==> config.mk <==
export PLATFORM = sky130hd
export DESIGN_NAME = stream_to_axi
export DESIGN_NICKNAME = d
export VERILOG_FILES = /design/src/rtl/stream_to_axi.sv
export SDC_FILE = /design/constraint.sdc
export NUM_CORES = 1
export LEC_CHECK = 0
export BUFFER_PORTS_ARGS = -buffer_cell sky130_fd_sc_hd__buf_2
export CORE_UTILIZATION = 28
export DETAILED_ROUTE_END_ITERATION = 10
export PLACE_DENSITY = 0.66
export SYNTH_ARGS = -nofsm -noshare
export SYNTH_HDL_FRONTEND = slang
export SYNTH_SLANG_ARGS = --single-unit
==> constraint.sdc <==
create_clock -name aclk -period 5.9 [get_ports aclk]
set_clock_uncertainty 0.05 [all_clocks]
set_input_delay 0.885 -clock aclk [delete_from_list [all_inputs] [get_ports aclk]]
set_output_delay 0.885 -clock aclk [all_outputs]
set_load 0.005 [all_outputs]
==> src/rtl/stream_to_axi.sv <==
`default_nettype none
// ============================================================================
// Module      : stream_to_axi
// Description : Decodes 64-bit command packets into AXI4 write/read bursts and
//               returns read data as a 64-bit response stream.
// Revision    : 1.0
// ============================================================================
module stream_to_axi #(
    parameter int ADDR_W = 32,
    parameter int DATA_W = 32
) (
    input  logic                  aclk,
    input  logic                  aresetn,
    input  logic [63:0]           s_axis_tdata,
    input  logic                  s_axis_tvalid,
    output logic                  s_axis_tready,
    input  logic                  s_axis_tlast,
    output logic [63:0]           m_axis_tdata,
    output logic                  m_axis_tvalid,
    input  logic                  m_axis_tready,
    output logic                  m_axis_tlast,
    output logic [ADDR_W-1:0]     m_axi_awaddr,
    output logic [7:0]            m_axi_awlen,
    output logic [2:0]            m_axi_awsize,
    output logic [1:0]            m_axi_awburst,
    output logic                  m_axi_awvalid,
    input  logic                  m_axi_awready,
    output logic [DATA_W-1:0]     m_axi_wdata,
    output logic [DATA_W/8-1:0]   m_axi_wstrb,
    output logic                  m_axi_wlast,
    output logic                  m_axi_wvalid,
    input  logic                  m_axi_wready,
    input  logic [1:0]            m_axi_bresp,
    input  logic                  m_axi_bvalid,
    output logic                  m_axi_bready,
    output logic [ADDR_W-1:0]     m_axi_araddr,
    output logic [7:0]            m_axi_arlen,
    output logic [2:0]            m_axi_arsize,
    output logic [1:0]            m_axi_arburst,
    output logic                  m_axi_arvalid,
    input  logic                  m_axi_arready,
    input  logic [DATA_W-1:0]     m_axi_rdata,
    input  logic [1:0]            m_axi_rresp,
    input  logic                  m_axi_rlast,
    input  logic                  m_axi_rvalid,
    output logic                  m_axi_rready,
    output logic [15:0]           err_cnt,
    output logic                  framing_err
);

    typedef enum logic [2:0] {
        IDLE    = 3'd0,
        WR_ADDR = 3'd1,
        WR_DATA = 3'd2,
        WR_RESP = 3'd3,
        RD_ADDR = 3'd4,
        RD_DATA = 3'd5,
        DRAIN   = 3'd6
    } state_t;

    state_t             r_state;
    logic               r_run;
    logic               r_awvalid;
    logic               r_arvalid;
    logic               r_bready;
    logic               r_pad;
    logic               r_drain_pend;
    logic               r_framing;
    logic [ADDR_W-1:0]  r_addr;
    logic [7:0]         r_len;
    logic [7:0]         r_cnt;
    logic [15:0]        r_err_cnt;

    logic w_in_wr;
    logic w_in_rd;
    logic w_wvalid;
    logic w_w_fire;
    logic w_last_beat;
    logic w_s_fire;
    logic w_r_fire;
    logic w_b_fire;
    logic w_hdr;
    logic w_wr_early;
    logic w_wr_notlast;
    logic w_rd_hdr_bad;
    logic w_frame_err;
    logic w_resp_err;
    logic w_unused;

    assign w_in_wr     = (r_state == WR_DATA);
    assign w_in_rd     = (r_state == RD_DATA);
    assign w_last_beat = (r_cnt == r_len);

    // After an early tlast the remaining beats are padded without touching the stream
    assign w_wvalid    = w_in_wr && (r_pad || s_axis_tvalid);
    assign w_w_fire    = w_wvalid && m_axi_wready;

    assign s_axis_tready = (((r_state == IDLE) || (r_state == DRAIN)) && r_run)
                         || (w_in_wr && !r_pad && m_axi_wready);
    assign w_s_fire      = s_axis_tvalid && s_axis_tready;

    assign w_r_fire = w_in_rd && m_axi_rvalid && m_axis_tready;
    assign w_b_fire = r_bready && m_axi_bvalid;

    assign w_hdr        = (r_state == IDLE) && w_s_fire;
    assign w_rd_hdr_bad = w_hdr && s_axis_tdata[63] && !s_axis_tlast;
    assign w_wr_early   = w_w_fire && !r_pad && s_axis_tlast && !w_last_beat;
    assign w_wr_notlast = w_w_fire && !r_pad && !s_axis_tlast && w_last_beat;
    assign w_frame_err  = w_wr_early || w_wr_notlast || w_rd_hdr_bad;
    assign w_resp_err   = (w_b_fire && (m_axi_bresp != 2'b00))
                        || (w_r_fire && (m_axi_rresp != 2'b00));

    assign w_unused = ^{s_axis_tdata[62:56], s_axis_tdata[47:36]};

    assign m_axi_awaddr  = r_addr;
    assign m_axi_awlen   = r_len;
    assign m_axi_awsize  = 3'b010;
    assign m_axi_awburst = 2'b01;
    assign m_axi_awvalid = r_awvalid;

    assign m_axi_wdata   = (w_in_wr && !r_pad) ? s_axis_tdata[DATA_W-1:0] : '0;
    assign m_axi_wstrb   = (w_in_wr && !r_pad) ? s_axis_tdata[35:32] : '0;
    assign m_axi_wlast   = w_in_wr && w_last_beat;
    assign m_axi_wvalid  = w_wvalid;
    assign m_axi_bready  = r_bready;

    assign m_axi_araddr  = r_addr;
    assign m_axi_arlen   = r_len;
    assign m_axi_arsize  = 3'b010;
    assign m_axi_arburst = 2'b01;
    assign m_axi_arvalid = r_arvalid;

    assign m_axis_tdata  = w_in_rd ? {30'b0, m_axi_rresp, m_axi_rdata} : '0;
    assign m_axis_tvalid = w_in_rd && m_axi_rvalid;
    assign m_axis_tlast  = w_in_rd && m_axi_rlast;
    assign m_axi_rready  = w_in_rd && m_axis_tready;

    assign err_cnt     = r_err_cnt;
    assign framing_err = r_framing;

    always_ff @(posedge aclk or negedge aresetn) begin
        if (!aresetn) begin
            r_state      <= IDLE;
            r_run        <= 1'b0;
            r_awvalid    <= 1'b0;
            r_arvalid    <= 1'b0;
            r_bready     <= 1'b0;
            r_pad        <= 1'b0;
            r_drain_pend <= 1'b0;
            r_framing    <= 1'b0;
            r_addr       <= '0;
            r_len        <= 8'd0;
            r_cnt        <= 8'd0;
            r_err_cnt    <= 16'd0;
        end else begin
            r_run <= 1'b1;
            // Coincident error sources collapse into a single increment
            if ((w_frame_err || w_resp_err) && (r_err_cnt != 16'hFFFF)) begin
                r_err_cnt <= r_err_cnt + 16'd1;
            end
            if (w_frame_err) begin
                r_framing <= 1'b1;
            end

            case (r_state)
                IDLE: begin
                    if (w_s_fire) begin
                        r_addr <= s_axis_tdata[ADDR_W-1:0];
                        r_len  <= s_axis_tdata[55:48];
                        r_cnt  <= 8'd0;
                        r_pad  <= 1'b0;
                        if (s_axis_tdata[63]) begin
                            r_state      <= RD_ADDR;
                            r_arvalid    <= 1'b1;
                            r_drain_pend <= !s_axis_tlast;
                        end else begin
                            r_state      <= WR_ADDR;
                            r_awvalid    <= 1'b1;
                            r_drain_pend <= 1'b0;
                        end
                    end
                end
                WR_ADDR: begin
                    if (m_axi_awready) begin
                        r_awvalid <= 1'b0;
                        r_state   <= WR_DATA;
                    end
                end
                WR_DATA: begin
                    if (w_w_fire) begin
                        if (w_last_beat) begin
                            r_state  <= WR_RESP;
                            r_bready <= 1'b1;
                            if (w_wr_notlast) begin
                                r_drain_pend <= 1'b1;
                            end
                        end else begin
                            r_cnt <= r_cnt + 8'd1;
                            if (w_wr_early) begin
                                r_pad <= 1'b1;
                            end
                        end
                    end
                end
                WR_RESP: begin
                    if (m_axi_bvalid) begin
                        r_bready <= 1'b0;
                        r_state  <= r_drain_pend ? DRAIN : IDLE;
                    end
                end
                RD_ADDR: begin
                    if (m_axi_arready) begin
                        r_arvalid <= 1'b0;
                        r_state   <= RD_DATA;
                    end
                end
                RD_DATA: begin
                    if (w_r_fire && m_axi_rlast) begin
                        r_state <= r_drain_pend ? DRAIN : IDLE;
                    end
                end
                DRAIN: begin
                    if (w_s_fire && s_axis_tlast) begin
                        r_state <= IDLE;
                    end
                end
                default: r_state <= IDLE;
            endcase
        end
    end

endmodule
`default_nettype wire

# Yosys cells after proc, flatten, opt, wreduce, memory -nomap -nowiden
# Cells that the tools add are included.
[totals]
register_bits = 74
inputBits = 111
elab_cells = 126
[classes]
addsub = 2
n_eq_ne = 21
muxes = 41
reduce_logical = 50
[ops]
columns = ["operator", "n"]
rows = [
  ["$mux 34", 1],
  ["$mux 32", 1],
  ["$mux 3", 10],
  ["$logic_and 1x1->1", 25],
  ["$mux 8", 3],
  ["$pmux 3 s7", 1],
  ["$mux 1", 18],
  ["$add 16x1->16 const B", 1],
  ["$ne 16x16->1 const B", 1],
  ["$pmux 8 s2", 1],
  ["$reduce_and 4->1", 4],
  ["$ne 2x2->1 const B", 7],
  ["$ne 2x1->1 const B", 6],
  ["$reduce_bool 2->1", 6],
  ["$pmux 1 s2", 5],
  ["$reduce_and 5->1", 2],
  ["$eq 3x3->1 const B", 3],
  ["$add 8x1->8 const B", 1],
  ["$eq 8x8->1", 1],
  ["$reduce_and 8->1", 1],
  ["$logic_or 1x1->1", 7],
  ["$eq 3x2->1 const B", 2],
  ["$mux 4", 1],
  ["$eq 3x1->1 const B", 1],
  ["other kinds (3)", 5],
]

# Longest topological paths before layout
# Gate-level depths: netlist of the first run.
[depth]
ltp_word = 11
depth_mapped = 9

# Worst setup path after synthesis of the first run
# No wires, ideal clock.
[synth_timing]
path_type = "in2reg"
start = "input s_axis_tlast"
end = "register r_err_cnt[1], in the netlist err_cnt[1]"
setup_time_ps = 128
t_arrival_ps = 2136
path_slack_ps = 3586
stages = 5
path_cell_list = "clkbuf_1 o41ai_2 a31oi_4 nor2_1 mux2_1"
[synth_between]
elab_chain_cells = 7
elab_cells_between_ends = 10
cone_classes = "reduce/logical: 10"
[synth_lines]
columns = ["item", "line", "text"]
rows = [
  ["start, declared", "17", "input logic s_axis_tlast,"],
  ["$logic_not 1->1", "106, 108", ""],
  ["$logic_and 1x1->1 (2 in a row)", "108", "assign w_wr_notlast = w_w_fire && !r_pad && !s_axis_tlast && w_last_beat;"],
  ["$logic_or 1x1->1", "109", "assign w_frame_err = w_wr_early || w_wr_notlast || w_rd_hdr_bad;"],
  ["$logic_or 1x1->1 (*)", "109", ""],
  ["$logic_or 1x1->1 (*)", "158", "if ((w_frame_err || w_resp_err) && (r_err_cnt != 16'hFFFF)) begin"],
  ["$logic_and 1x1->1 (*)", "158", ""],
  ["end signal, assigned", "159", "r_err_cnt <= r_err_cnt + 16'd1;"],
  ["end, declared", "72", "logic [15:0] r_err_cnt;"],
]
# Mark *: on every way between the ends. The rest lies on a longest branch, timed or not.
# A chain may end at the register's enable or synchronous reset.

# Worst setup path after layout of the first run
[layout_timing]
start = "register r_state[2]"
end = "output m_axis_tdata[14]"
[layout_between]
elab_chain_cells = 2
[layout_lines]
columns = ["item", "line", "text"]
rows = [
  ["start, declared", "61", "state_t r_state;"],
  ["start signal, assigned", "208", "r_state <= r_drain_pend ? DRAIN : IDLE;"],
  ["start signal, assigned", "219", "r_state <= r_drain_pend ? DRAIN : IDLE;"],
  ["$eq 3x3->1", "91", "assign w_in_rd = (r_state == RD_DATA);"],
  ["$mux 34", "133", "assign m_axis_tdata = w_in_rd ? {30'b0, m_axi_rresp, m_axi_rdata} : '0;"],
  ["end, declared", "18", "output logic [63:0] m_axis_tdata,"],
]
# Every way passes these cells.

==> flow_summary.json, run 1 <==
{
  "status": "completed",
  "finalSetupTns_ns": 0,
  "synth_top_area_share": 0.3903,
  "crit_fanout": 38,
  "nNetsFinal": 888,
  "post-route-util": 0.3662,
  "r2r-start": "r_state[2]$_DFFE_PN0P_",
  "h-tree-depth": 3,
  "hp-class": "input port to async pin",
  "clk_latency_ns": 0.34,
  "diodes": 0,
  "required_ns": 4.97,
  "slew_violations": 0,
  "grt-ovfl-total": 0,
  "num_vias": 4376,
  "p_sw_frac": 0.3968,
  "cts.sinks": 74,
  "powerDensity_mw_per_mm2": 409.2,
  "p_sw_w": 0.0009864,
  "avgSynthCellArea_sq_um": 8.442,
  "wl_per_cell_um": 13.23,
  "slew-limit-headroom": 0.3856,
  "combPwrFrac": 0.428,
  "endpoint_kind": "output pin",
  "cpPeakStageDelay_ns": 0.83,
  "setup_viol": 0,
  "cap_violations": 0,
  "antenna_found_initial": 0,
  "coreArea_sq_mm": 0.01658,
  "hold_violations": 0,
  "period_share": 0.5473,
  "worst-setup-path-type": "flip-flop to output pin",
  "gp_congestion": 0.8224,
  "vias_per_cell": 4.380,
  "rsz0062_at_grt": "no",
  "whs_ns": 0.4163,
  "yosysTopAreaCell": "dfrtp_1",
  "grtUsageTotal": 0.1519,
  "hpwl_um": 9926,
  "r2r_slack_ns": 2.97,
  "port_buffers": 267,
  "root_buffer": "clkbuf_16",
  "path_clk_slew_ns": 0.06,
  "detail_route.iter0.violations": 178,
  "synth_area_sq_mm": 0.004745,
  "fillers": 1703,
  "grt_pass1_vias": 4000,
  "fmax_mhz": 309.7,
  "fin_crit_ns": 3.229,
  "row_count": 47,
  "post_cts_resized": 0,
  "crit_chain": "and3b_1 > and2_1 > buf_2",
  "synthToLayoutAreaGrowth_pct": 28.01,
  "ctsHoldBuffers": 0,
  "top_level_ports": 327,
  "worst_setup_path_start_kind": "flip-flop",
  "synthArstFlopShare": 1.000,
  "ys_warn_count": 0,
  "synthTopCellsByArea": "dfrtp_1, buf_4, nand2_1, and2_1, xor2_1",
  "die_w_um": 132.2,
  "tightestPinTransition_ns": 0.9216,
  "dieArea_sq_mm": 0.01747,
  "drc": 0,
  "clockBufferDepth": 2,
  "firstDrtPassIters": 4,
  "synth_edf_count": 0,
  "critical_path.top_delay_family": "simple AND/OR/NAND/NOR gates",
  "drt_wl_total_um": 13220,
  "ys_seq_area_frac": 0.3903,
  "cts_tree": "yes",
  "path_buf_inv": 1,
  "p_int_w": 0.001499,
  "syn_inst": 562,
  "start_util": 0.2861,
  "ys_ff_latch": 74,
  "p_leak_nw": 3.461,
  "grt_max_degree": 48,
  "peakVddDrop_v": 0.0001862,
  "cp_slowest_cell": "and3b_1",
  "post_cts_buffers": 0,
  "clkPwrFrac": 0.204,
  "arrival_ns": 2.29,
  "drive_gt1_frac": 0.3928,
  "ys_types": 56,
  "cts-buffers-inserted": 9,
  "r2r_cells": 6,
  "grt_pass1_wl_um": 20730,
  "die_height_um": 132.2,
  "seq_power_share": 0.368,
  "ant_nets": 0,
  "r2r_end": "err_cnt[1]$_DFFE_PN0P_",
  "synth_ff_type": "dfrtp_1"
}
worst max path at each step:
stage / start / depth (start not counted) / to
2_1_floorplan: s_axis_tlast / 5 / err_cnt[1]$_DFFE_PN0P_
3_3_place_gp: r_state[0]$_DFFE_PN0P_ / 6 / err_cnt[1]$_DFFE_PN0P_
5_1_grt: r_state[0]$_DFFE_PN0P_ / 3 / m_axis_tdata[14]
3_5_place_dp: r_state[2]$_DFFE_PN0P_ / 6 / err_cnt[1]$_DFFE_PN0P_
6_report: r_state[2]$_DFFE_PN0P_ / 3 / m_axis_tdata[14]
4_1_cts: r_state[2]$_DFFE_PN0P_ / 3 / m_axis_tdata[14]
worst reg2reg max path, cell delays in order (launching register included):
cell and delay, ns:
dfrtp_1 0.77, and3b_1 0.84, o2111ai_1 0.21, nand2_1 0.20
a31oi_4 0.13, nor2_1 0.27, mux2_1 0.35
sequential cells by signal, indices dropped and copies added (netlist names):
| signal | cells |
|---|---|
| framing_err | 1 |
| r_drain_pend | 1 |
| r_cnt | 8 |
| m_axi_awvalid | 1 |
| m_axi_bready | 1 |
| r_run | 1 |
| r_pad | 1 |
| m_axi_arlen | 8 |
| m_axi_araddr | 32 |
| m_axi_arvalid | 1 |
| err_cnt | 16 |
| r_state | 3 |
layout make-up:
| type | count | area, sq um | area share |
|---|---|---|---|
| Clock buffer | 10 | 239.0 | 0.03935 |
| Multi-Input combinational cell | 417 | 2303 | 0.3793 |
| Sequential cell | 74 | 1852 | 0.3049 |
| Timing Repair Buffer | 270 | 1361 | 0.2241 |
| Inverter | 3 | 11.26 | 0.001854 |
| Tap cell | 220 | 275.3 | 0.04532 |
| Clock inverter | 5 | 31.28 | 0.005150 |
placed cells by master, fill, tap and decap left out, types with 4 or more instances in the layout:
master | Yosys | final
xor2_1 | 15 | 15
nor2_1 | 18 | 18
conb_1 | 2 | 41
nand2_1 | 147 | 147
nand4_1 | 4 | 4
nand3_1 | 9 | 9
a31oi_1 | 4 | 4
a21oi_1 | 15 | 15
o21ai_0 | 9 | 9
clkbuf_16 | 0 | 9
nor3_2 | 8 | 8
or3_1 | 4 | 4
nand2b_1 | 5 | 5
buf_4 | 81 | 4
nor4_1 | 5 | 5
dfrtp_1 | 74 | 74
buf_2 | 4 | 266
and2_1 | 74 | 73
xnor2_1 | 10 | 10
synthesized netlist by cell type (3+ instances only):
library cell    n
nand2b_1        5
buf_2           4
or3_1           4
o31ai_1         3
nor4_1          5
nor2_1         18
o21ai_0         9
and4_1          3
nand3_1         9
nand2_1       147
buf_4          81
and3_1          3
clkbuf_1       18
xnor2_1        10
or4_1           3
nor2b_1         3
a31oi_1         4
and2_1         74
nor3_2          8
xor2_1         15
nand4_1         4
a21oi_1        15
dfrtp_1        74
inv_1           3
metal layers:
layer / vias up / wire length [um] / global-route usage
met4: 0 / 338 / 0.06258
met3: 19 / 1058 / 0.04344
met1: 2002 / 5361 / 0.1786
li1: 2129 / - / -
met5: - / 0 / 0
met2: 226 / 6460 / 0.2596
metrics by stage:
stage	instance area [sq um]	setup slack, ns	std cells	total power [W]
2_1_floorplan	4891	3.586	601	0.001654
3_3_place_gp	5803	3.044	984	0.001985
3_5_place_dp	5803	2.969	984	0.002001
4_1_cts	6073	2.646	999	0.002530
5_1_grt	6073	2.478	999	0.002705
6_report	6073	2.671	999	0.002485
power by group through the flow:
stage	clock [W]	combinational, W	sequential (W)
after CTS	0.000529	0.00108	0.000917
after floorplan	0	0.000795	0.000859
after detailed placement	0	0.00108	0.000918
after global placement	0	0.00107	0.000918
final	0.000508	0.00106	0.000914
after global routing	0.000551	0.00120	0.000952
logic make-up after synthesis:
family | count (synthesis) | synth area share
simple gates | 297 | 0.3228
mux | 3 | 0.006856
xor+xnor | 25 | 0.04615
flops | 74 | 0.3903
compound gates | 49 | 0.07173
fa+ha+maj | 2 | 0.005273
buf+inv | 110 | 0.1553
other cells | 2 | 0.001583
No activity file was read; power rests on OpenSTA's default activity.
==> run 2, diff against run 1 <==
==> constraint.sdc (replaced) <==
create_clock -name aclk -period 3.2 [get_ports aclk]
set_clock_uncertainty 0.05 [all_clocks]
set_input_delay 0.48 -clock aclk [delete_from_list [all_inputs] [get_ports aclk]]
set_output_delay 0.48 -clock aclk [all_outputs]
set_load 0.005 [all_outputs]
==> run 2 against run 1 <==
Against the previous run:
- utilization rose by 0.45 points
- largest cell class unchanged
- global-route usage barely moved
- via count rose by 0.91%
- critical path type unchanged
- combinational power rose by 87%
- routed wire length rose by 0.52%
- setup slack got worse by 2.1 ns
- non-clock buffer count rose by 3
==> flow_summary.json, run 2 (synthesis results as in run 1) <==
{
  "p_int_w": 0.002935,
  "grt_pass1_vias": 3999,
  "cp_slowest_cell": "dfrtp_1",
  "seq_power_share": 0.353,
  "fillers": 1733,
  "status": "completed",
  "drive_gt1_frac": 0.3946,
  "hpwl_um": 9967,
  "post_dp_cell_area_sq_mm": 0.005826,
  "cts_tree": "yes",
  "cts.sinks": 74,
  "firstDrtPassIters": 5,
  "final_common_cell": "buf_2",
  "clockBufferDepth": 2,
  "cpPeakStageDelay_ns": 0.69,
  "crit_fanout": 37,
  "nNetsFinal": 891,
  "tightestPinTransition_ns": 0.9716,
  "period_share": 0.8080,
  "critical_path.top_delay_family": "flip-flops",
  "port_buffers": 267,
  "root_buffer": "clkbuf_16",
  "arrival_ns": 2.06,
  "r2r_cells": 6,
  "top_level_ports": 327,
  "grt-ovfl-total": 0,
  "drc": 0,
  "ctsHoldBuffers": 0,
  "clk_latency_ns": 0.33,
  "powerDensity_mw_per_mm2": 773.3,
  "cts-buffers-inserted": 9,
  "finalSetupTns_ns": 0,
  "worst-setup-path-type": "flip-flop to output pin",
  "die_w_um": 132.2,
  "grt_pass1_wl_um": 20730,
  "clkPwrFrac": 0.231,
  "fmax_mhz": 386.8,
  "synthToLayoutAreaGrowth_pct": 29.59,
  "worst_setup_path_start_kind": "flip-flop",
  "path_buf_inv": 2,
  "r2r_end": "err_cnt[1]$_DFFE_PN0P_",
  "setup_viol": 0,
  "hp-class": "input port to async pin",
  "slew-limit-headroom": 0.3523,
  "ant_nets": 0,
  "h-tree-depth": 3,
  "drt_wl_total_um": 13290,
  "coreArea_sq_mm": 0.01658,
  "num_vias": 4416,
  "p_sw_w": 0.001819,
  "fin_crit_ns": 2.586,
  "post_cts_resized": 0,
  "required_ns": 2.67,
  "rsz0062_at_grt": "no",
  "r2r_slack_ns": 0.73,
  "peakVddDrop_v": 0.0002814,
  "endpoint_kind": "output pin",
  "path_clk_slew_ns": 0.06,
  "cap_violations": 0,
  "fin_area_sq_mm": 0.006148,
  "final_cell_mix": "buf_2, nand2_1, dfrtp_1, and2_1, conb_1",
  "die_height_um": 132.2,
  "grt_max_degree": 75,
  "dieArea_sq_mm": 0.01747,
  "grtUsageTotal": 0.1518,
  "largest_register_ffs": 32,
  "gp_congestion": 0.8200,
  "p_sw_frac": 0.3827,
  "hold_violations": 0,
  "crit_chain": "nor4b_4 > buf_4 > and2_1 > buf_2",
  "slew_violations": 0,
  "detail_route.iter0.violations": 173,
  "antenna_found_initial": 0,
  "combPwrFrac": 0.416,
  "r2r-start": "r_state[0]$_DFFE_PN0P_",
  "post_cts_buffers": 0,
  "start_util": 0.2861,
  "row_count": 47,
  "vias_per_cell": 4.398,
  "wl_per_cell_um": 13.23,
  "p_leak_nw": 3.500
}
run 2: changes by cell type in the layout (fill, tap and decap cells not counted):
cell,delta
buf_4,+3
bufinv_16,+2
clkbuf_1,+1
clkinv_2,-1
clkinv_4,-1
diode_2,+1
run 2: area by class of cell:
cell class,count,area (sq um),share of cell area
Clock inverter,5,77.57,0.01262
Timing Repair Buffer,273,1384,0.2251
Inverter,3,11.26,0.001832
Antenna cell,1,2.502,0.0004070
Clock buffer,11,242.7,0.03948
Multi-Input combinational cell,417,2303,0.3746
Tap cell,220,275.3,0.04477
Sequential cell,74,1852,0.3012
run 2: through the flow:
| step | utilization | power [W] | worst slack, ns | instances | hold slack (ns) |
|---|---|---|---|---|---|
| floorplan | - | 0.003049 | 1.170 | 601 | 0.1344 |
| global placement | 0.3513 | 0.003663 | 0.7557 | 987 | 0.4213 |
| detailed placement | 0.3513 | 0.003698 | 0.7360 | 987 | 0.4252 |
| CTS | 0.3706 | 0.004839 | 0.5614 | 1003 | 0.2664 |
| global route | 0.3706 | 0.005141 | 0.3779 | 1003 | 0.2772 |
| finish | 0.3708 | 0.004755 | 0.6144 | 1004 | 0.2522 |
run 2: layer usage:
metal	GRT usage	vias up	routed length [um]
li1	-	2141	-
met1	0.1810	2037	5399
met2	0.2631	222	6561
met3	0.04037	16	1075
met4	0.05300	0	249
met5	0	-	0
run 2: power groups by stage:
stage                     Clock (W)  Sequential, W  Combinational [W]
after global routing        0.00118        0.00173            0.00223
after CTS                   0.00114        0.00168            0.00202
final                       0.00110        0.00168            0.00198
after detailed placement          0        0.00168            0.00202
after floorplan                   0        0.00158            0.00147
after global placement            0        0.00168            0.00198
run 2: worst max-delay path by stage:
stage / startpoint / endpoint / cells after the start
2_1_floorplan: err_cnt[0]$_DFFE_PN0P_ / err_cnt[2]$_DFFE_PN0P_ / 9
3_3_place_gp: r_state[0]$_DFFE_PN0P_ / err_cnt[1]$_DFFE_PN0P_ / 6
3_5_place_dp: r_state[0]$_DFFE_PN0P_ / err_cnt[1]$_DFFE_PN0P_ / 6
4_1_cts: r_state[1]$_DFFE_PN0P_ / m_axi_wstrb[1] / 4
5_1_grt: r_state[1]$_DFFE_PN0P_ / m_axi_wstrb[1] / 4
6_report: r_state[1]$_DFFE_PN0P_ / m_axi_wstrb[1] / 4
